**src/rtl/uart_send.sv**
```systemverilog
// uart_send: 8N1/8N2 UART transmitter with a small input FIFO.
// Bits are timed from sys_clk running at OVERSAMPLE x baud. Frames are
// sent LSB first, and a queued byte starts the next frame on the cycle
// right after the last stop cycle, so bursts leave with no idle gap.
module uart_send #(
  parameter int OVERSAMPLE = 16,
  parameter int FIFO_DEPTH = 4,
  parameter int STOP_BITS  = 1
) (
  input  logic                              sys_clk,
  input  logic                              rst,
  input  logic [7:0]                        in_dat,
  input  logic                              in_valid,
  output logic                              in_ready,
  output logic                              txd,
  output logic                              busy,
  output logic [$clog2(FIFO_DEPTH+1)-1:0]   fifo_count
);

  localparam int CNT_W = $clog2(FIFO_DEPTH + 1);
  localparam int PTR_W = $clog2(FIFO_DEPTH);
  localparam int CYC_W = $clog2(OVERSAMPLE);

  typedef enum logic [1:0] {
    S_IDLE,
    S_START,
    S_DATA,
    S_STOP
  } state_t;

  state_t             r_state;
  logic [7:0]         r_mem [FIFO_DEPTH];
  logic [PTR_W-1:0]   r_wrPtr;
  logic [PTR_W-1:0]   r_rdPtr;
  logic [CNT_W-1:0]   r_count;
  logic [7:0]         r_shift;
  logic [CYC_W-1:0]   r_cycCnt;
  logic [2:0]         r_bitCnt;
  logic               r_stopCnt;
  logic               r_txd;
  logic               r_busy;

  logic               w_empty;
  logic               w_full;
  logic               w_push;
  logic               w_pop;
  logic               w_cycLast;
  logic               w_stopLast;
  logic               w_stopDone;
  logic               w_nextIdle;
  logic [CNT_W-1:0]   w_countNext;

  assign w_empty    = (r_count == '0);
  assign w_full     = (r_count == CNT_W'(FIFO_DEPTH));
  assign w_push     = in_valid && !w_full;
  assign w_cycLast  = (r_cycCnt == CYC_W'(OVERSAMPLE - 1));
  assign w_stopLast = (r_stopCnt == 1'(STOP_BITS - 1));
  assign w_stopDone = (r_state == S_STOP) && w_cycLast && w_stopLast;

  // The FSM takes the head byte when idle or at the end of the stop interval.
  assign w_pop      = !w_empty && ((r_state == S_IDLE) || w_stopDone);

  // The FSM will sit in IDLE after this edge only if there is nothing to send.
  assign w_nextIdle = w_empty && ((r_state == S_IDLE) || w_stopDone);

  assign in_ready   = !w_full;
  assign txd        = r_txd;
  assign busy       = r_busy;
  assign fifo_count = r_count;

  // Occupancy after this edge; a simultaneous push and pop cancel out.
  always_comb begin
    w_countNext = r_count;
    case ({w_push, w_pop})
      2'b10:   w_countNext = r_count + CNT_W'(1);
      2'b01:   w_countNext = r_count - CNT_W'(1);
      default: w_countNext = r_count;
    endcase
  end

  // FIFO storage; stale entries are harmless because the pointers reset.
  always_ff @(posedge sys_clk) begin
    if (w_push) begin
      r_mem[r_wrPtr] <= in_dat;
    end
  end

  // FIFO pointers and occupancy count; pointers wrap naturally (power-of-two depth).
  always_ff @(posedge sys_clk or negedge rst) begin
    if (!rst) begin
      r_wrPtr <= '0;
      r_rdPtr <= '0;
      r_count <= '0;
    end else begin
      if (w_push) begin
        r_wrPtr <= r_wrPtr + PTR_W'(1);
      end
      if (w_pop) begin
        r_rdPtr <= r_rdPtr + PTR_W'(1);
      end
      r_count <= w_countNext;
    end
  end

  // Busy reflects the state and occupancy that this edge is about to establish.
  always_ff @(posedge sys_clk or negedge rst) begin
    if (!rst) begin
      r_busy <= 1'b0;
    end else begin
      r_busy <= !w_nextIdle || (w_countNext != '0);
    end
  end

  // Transmit FSM: start bit, eight data bits LSB first, then stop bit(s).
  always_ff @(posedge sys_clk or negedge rst) begin
    if (!rst) begin
      r_state   <= S_IDLE;
      r_shift   <= '0;
      r_cycCnt  <= '0;
      r_bitCnt  <= '0;
      r_stopCnt <= 1'b0;
      r_txd     <= 1'b1;
    end else begin
      case (r_state)
        S_IDLE: begin
          r_txd <= 1'b1;
          if (!w_empty) begin
            r_shift   <= r_mem[r_rdPtr];
            r_cycCnt  <= '0;
            r_bitCnt  <= '0;
            r_stopCnt <= 1'b0;
            r_txd     <= 1'b0;
            r_state   <= S_START;
          end
        end

        S_START: begin
          if (w_cycLast) begin
            r_cycCnt <= '0;
            r_bitCnt <= '0;
            r_txd    <= r_shift[0];
            r_state  <= S_DATA;
          end else begin
            r_cycCnt <= r_cycCnt + CYC_W'(1);
          end
        end

        S_DATA: begin
          if (w_cycLast) begin
            r_cycCnt <= '0;
            if (r_bitCnt == 3'd7) begin
              r_stopCnt <= 1'b0;
              r_txd     <= 1'b1;
              r_state   <= S_STOP;
            end else begin
              r_bitCnt <= r_bitCnt + 3'd1;
              r_shift  <= {1'b0, r_shift[7:1]};
              r_txd    <= r_shift[1];
            end
          end else begin
            r_cycCnt <= r_cycCnt + CYC_W'(1);
          end
        end

        S_STOP: begin
          if (w_cycLast) begin
            r_cycCnt <= '0;
            if (w_stopLast) begin
              r_stopCnt <= 1'b0;
              if (!w_empty) begin
                r_shift  <= r_mem[r_rdPtr];
                r_bitCnt <= '0;
                r_txd    <= 1'b0;
                r_state  <= S_START;
              end else begin
                r_txd   <= 1'b1;
                r_state <= S_IDLE;
              end
            end else begin
              r_stopCnt <= r_stopCnt + 1'b1;
            end
          end else begin
            r_cycCnt <= r_cycCnt + CYC_W'(1);
          end
        end

        default: begin
          r_txd   <= 1'b1;
          r_state <= S_IDLE;
        end
      endcase
    end
  end

endmodule

```
**config.mk**
```make
export PLATFORM = sky130hd
export DESIGN_NAME = uart_send
export DESIGN_NICKNAME = d
export VERILOG_FILES = /design/src/rtl/uart_send.sv
export SDC_FILE = /design/constraint.sdc
export NUM_CORES = 1
export LEC_CHECK = 0
export ABC_AREA = 0
export ABC_CLOCK_PERIOD_IN_PS = 4600
export CAP_MARGIN = 20
export CORE_MARGIN = 2
export CORE_UTILIZATION = 60
export CTS_CLUSTER_DIAMETER = 50
export DETAILED_ROUTE_END_ITERATION = 8
export GPL_ROUTABILITY_DRIVEN = 0
export PLACE_DENSITY_LB_ADDON = 0.25
export SLEW_MARGIN = 10
export SYNTH_ARGS = -nofsm -noshare
export SYNTH_HDL_FRONTEND = slang
export SYNTH_SLANG_ARGS = --single-unit
```
**constraint.sdc**
```tcl
create_clock -name sys_clk -period 4.6 [get_ports sys_clk]
set_input_delay 1.15 -clock sys_clk [delete_from_list [all_inputs] [get_ports sys_clk]]
set_output_delay 1.15 -clock sys_clk [all_outputs]
set_load 0.02 [all_outputs]
```
==> qor.yml <==
global_routing:
  track_usage: 0.202
  antenna_found_initial: 0
  grt_max_degree: 27
  grt_pass1_vias: 1537
  grt_overflow_total: 0
  grt_pass1_wl_um: 7490
clock_network:
  clock-sinks: 58
  cts_tree: "built"
  post_cts_resized: 0
  cts_root_buf: "clkbuf_8"
  holdBufCountCts: 0
  cts_buffers: 9
  cts_setup_buffers: 0
  clock_latency_ns: 0.34
  htree_num_levels: 3
  clock_path_buffers: 2
  clk_pin_slew_worst_paths_ns: 0.07
yosys:
  synth_area_per_cell_sq_um: 15.3
  ys_warn_count: 0
  seq_area_frac_synth: 0.586
  syn_nets: 206
  synthFlopType: "edfxtp_1"
  syn_inst: 180
  synthTopCellsByArea: "edfxtp_1, dfrtp_1, mux4_2"
  yosysTopAreaCellShare: 0.349
  synthArstFlopShare: 0.448
  synth_most_common_cell: "edfxtp_1"
  netlist_area_sq_mm: 0.00275
  synth_edf_count: 32
  synth-seq-cells: 58
  yosys-top-cells-count: "edfxtp_1, dfrtp_1, ha_1, inv_1, mux2_2"
  synthDistinctLibCells: 39
  yosys.area.top_type: "edfxtp_1"
floorplanning:
  fp.dieH_um: 71.7
  initial_core_util: 0.628
  rows: 24
  core_sq_mm: 0.00438
  die_w_um: 71.7
  dieArea_sq_mm: 0.00514
  boundaryPins: 17
placement:
  dpl.hpwl_um: 2900
  place_inst: 244
  numPortBuffers: 16
setup_path:
  worst-r2r-cell-count: 6
  cp_slowest_cell: "clkdlybuf4s50_1"
  worst_path_largest_cell_delay_ns: 0.64
  timing.rr.start: "r_state[0]"
  crit_required_ns: 3.45
  cp-start-kind: "flop"
  startpoint: "fifo_count[0]"
  regToRegEndpoint: "r_shift[2]"
  critPathMaxFanout: 6
  path_buf_inv: 2
  crit_chain: "inv_1 -> nand3_1 -> clkdlybuf4s50_1"
  crit_path_end_kind: "output pin"
  critPathKind: "reg -> out"
  critPathCapture: "in_ready"
  r2r_slack_ns: 2.19
  crit_arrival_ns: 1.74
  path_delay_family: "buffers and inverters"
  cp.depth: 3
sta:
  relSlewSlack: 0.528
  fin_crit_sh: 0.629
  setup_viol: 0
  period_minus_slack_ns: 2.89
  clock_skew_ns: 0.00574
  rsz0062_at_grt: "false"
  holdWs_ns: 0.515
  worstMarginPinSlew_ns: 0.707
  drv_slew: 0
  hold_viol_final: 0
  fmax_mhz: 346
  setup_tns_ns: 0
power_and_ir_drop:
  switching_share: 0.276
  power.leakage_nw: 1.31
  internal-power_mw: 1.04
  fin_total_pwr_mw: 1.44
  pwr-share-seq: 0.472
  netSwitchingPower_uw: 397
  clockPowerShare: 0.371
  power_frac_comb: 0.158
  irDropWorstVdd_mv: 0.336
  powerDensity_mw_per_mm2: 457
route:
  maxUsedRoutingLayer: "met4"
  wl_per_cell_um: 17.0
  wl_met3_um: 179
  drc: 0
  wl_met1_um: 1880
  route.met2.wl_um: 2320
  drtAntennaViolNets: 0
  drt_pre_antenna_iters: 4
  drt_iter0_drc: 85
  vias_per_cell: 5.83
  via_count: 1517
  wl_um: 4410
cells_and_area:
  antenna_cells: 0
  final_cells: 260
  nets: 229
  areaGrowthSynthToFinish_pct: 14.6
  final_core_util: 0.719
  drive_gt1_frac: 0.245
  fillers: 278
min_path:
  hp-class: "reg -> reg"
run:
  maxCapViolations: 0
run_status:
  outcome: "complete, no violations"
-- cell usage in the layout, fill, tap and decap left out, drive strengths merged, types with 2 or more instances in the layout --
cell / instances
nand2: 8
clkbuf: 9
clkinvlp: 2
nor4b: 2
nand3: 4
mux4: 8
edfxtp: 32
nor3: 4
mux2i: 3
inv: 12
ha: 14
and3: 5
a21oi: 4
nor2: 10
xor2: 3
mux2: 18
a21o: 2
dfrtp: 25
bufinv: 2
xnor2: 3
nand2b: 3
clkdlybuf4s50: 15
o21ai: 7
-- worst min-delay path by stage --
stage | endpoint | cells past startpoint | start
final | r_shift[0] | 1 | r_shift[0]
after global routing | r_shift[6] | 1 | r_shift[6]
after CTS | r_shift[0] | 1 | r_shift[0]
after detailed placement | r_shift[6] | 1 | r_shift[6]
after global placement | r_shift[7] | 1 | r_shift[7]
after floorplan | r_shift[2] | 1 | r_shift[2]
-- cell type report --
class / instances / area [sq um] / area share
clock inverters: 7 / 101 / 0.0321
inverters: 10 / 37.5 / 0.0119
repair buffers: 16 / 155 / 0.0492
flip-flops and latches: 58 / 1610 / 0.511
well taps: 52 / 65.1 / 0.0206
multi-input cells: 108 / 1060 / 0.336
clock buffers: 9 / 124 / 0.0393
-- cell families after synthesis --
kind of cell,share of synthesized area
multiplexers,0.161
XOR/XNOR,0.0191
AO/OA/AOI/OAI,0.0473
buffers and inverters,0.0291
flip-flops,0.586
adder cells (fa/ha/maj),0.0709
AND/OR/NAND/NOR,0.0864
-- sequential cells by signal, indices dropped and copies added, names as in the netlist --
| signal | count |
|---|---|
| r_shift | 8 |
| r_mem | 32 |
| r_rdPtr | 2 |
| r_wrPtr | 2 |
| fifo_count | 3 |
| txd | 1 |
| r_bitCnt | 3 |
| busy | 1 |
| r_state | 2 |
| r_cycCnt | 4 |
-- routing by layer --
metal  vias up  global-route usage
met2        26               0.328
li1        710                   -
met1       776               0.245
met3         5              0.0844
met5         -                   0
met4         0              0.0713
-- power by group through the flow --
stage / clock [mW] / sequential [mW] / combinational, mW
floorplan: 0 / 0.696 / 0.127
global placement: 0 / 0.682 / 0.219
detailed placement: 0 / 0.690 / 0.232
CTS: 0.542 / 0.681 / 0.233
global route: 0.563 / 0.688 / 0.251
finish: 0.534 / 0.680 / 0.227
-- per-stage QoR --
stage,setup WS (ns),instance area [sq um]
final,1.71,3150
after global routing,1.58,3150
after CTS,1.69,3160
after detailed placement,1.63,2930
after global placement,1.71,2930
after floorplan,2.20,2750
Note: power is estimated with default switching activity, not from simulation.
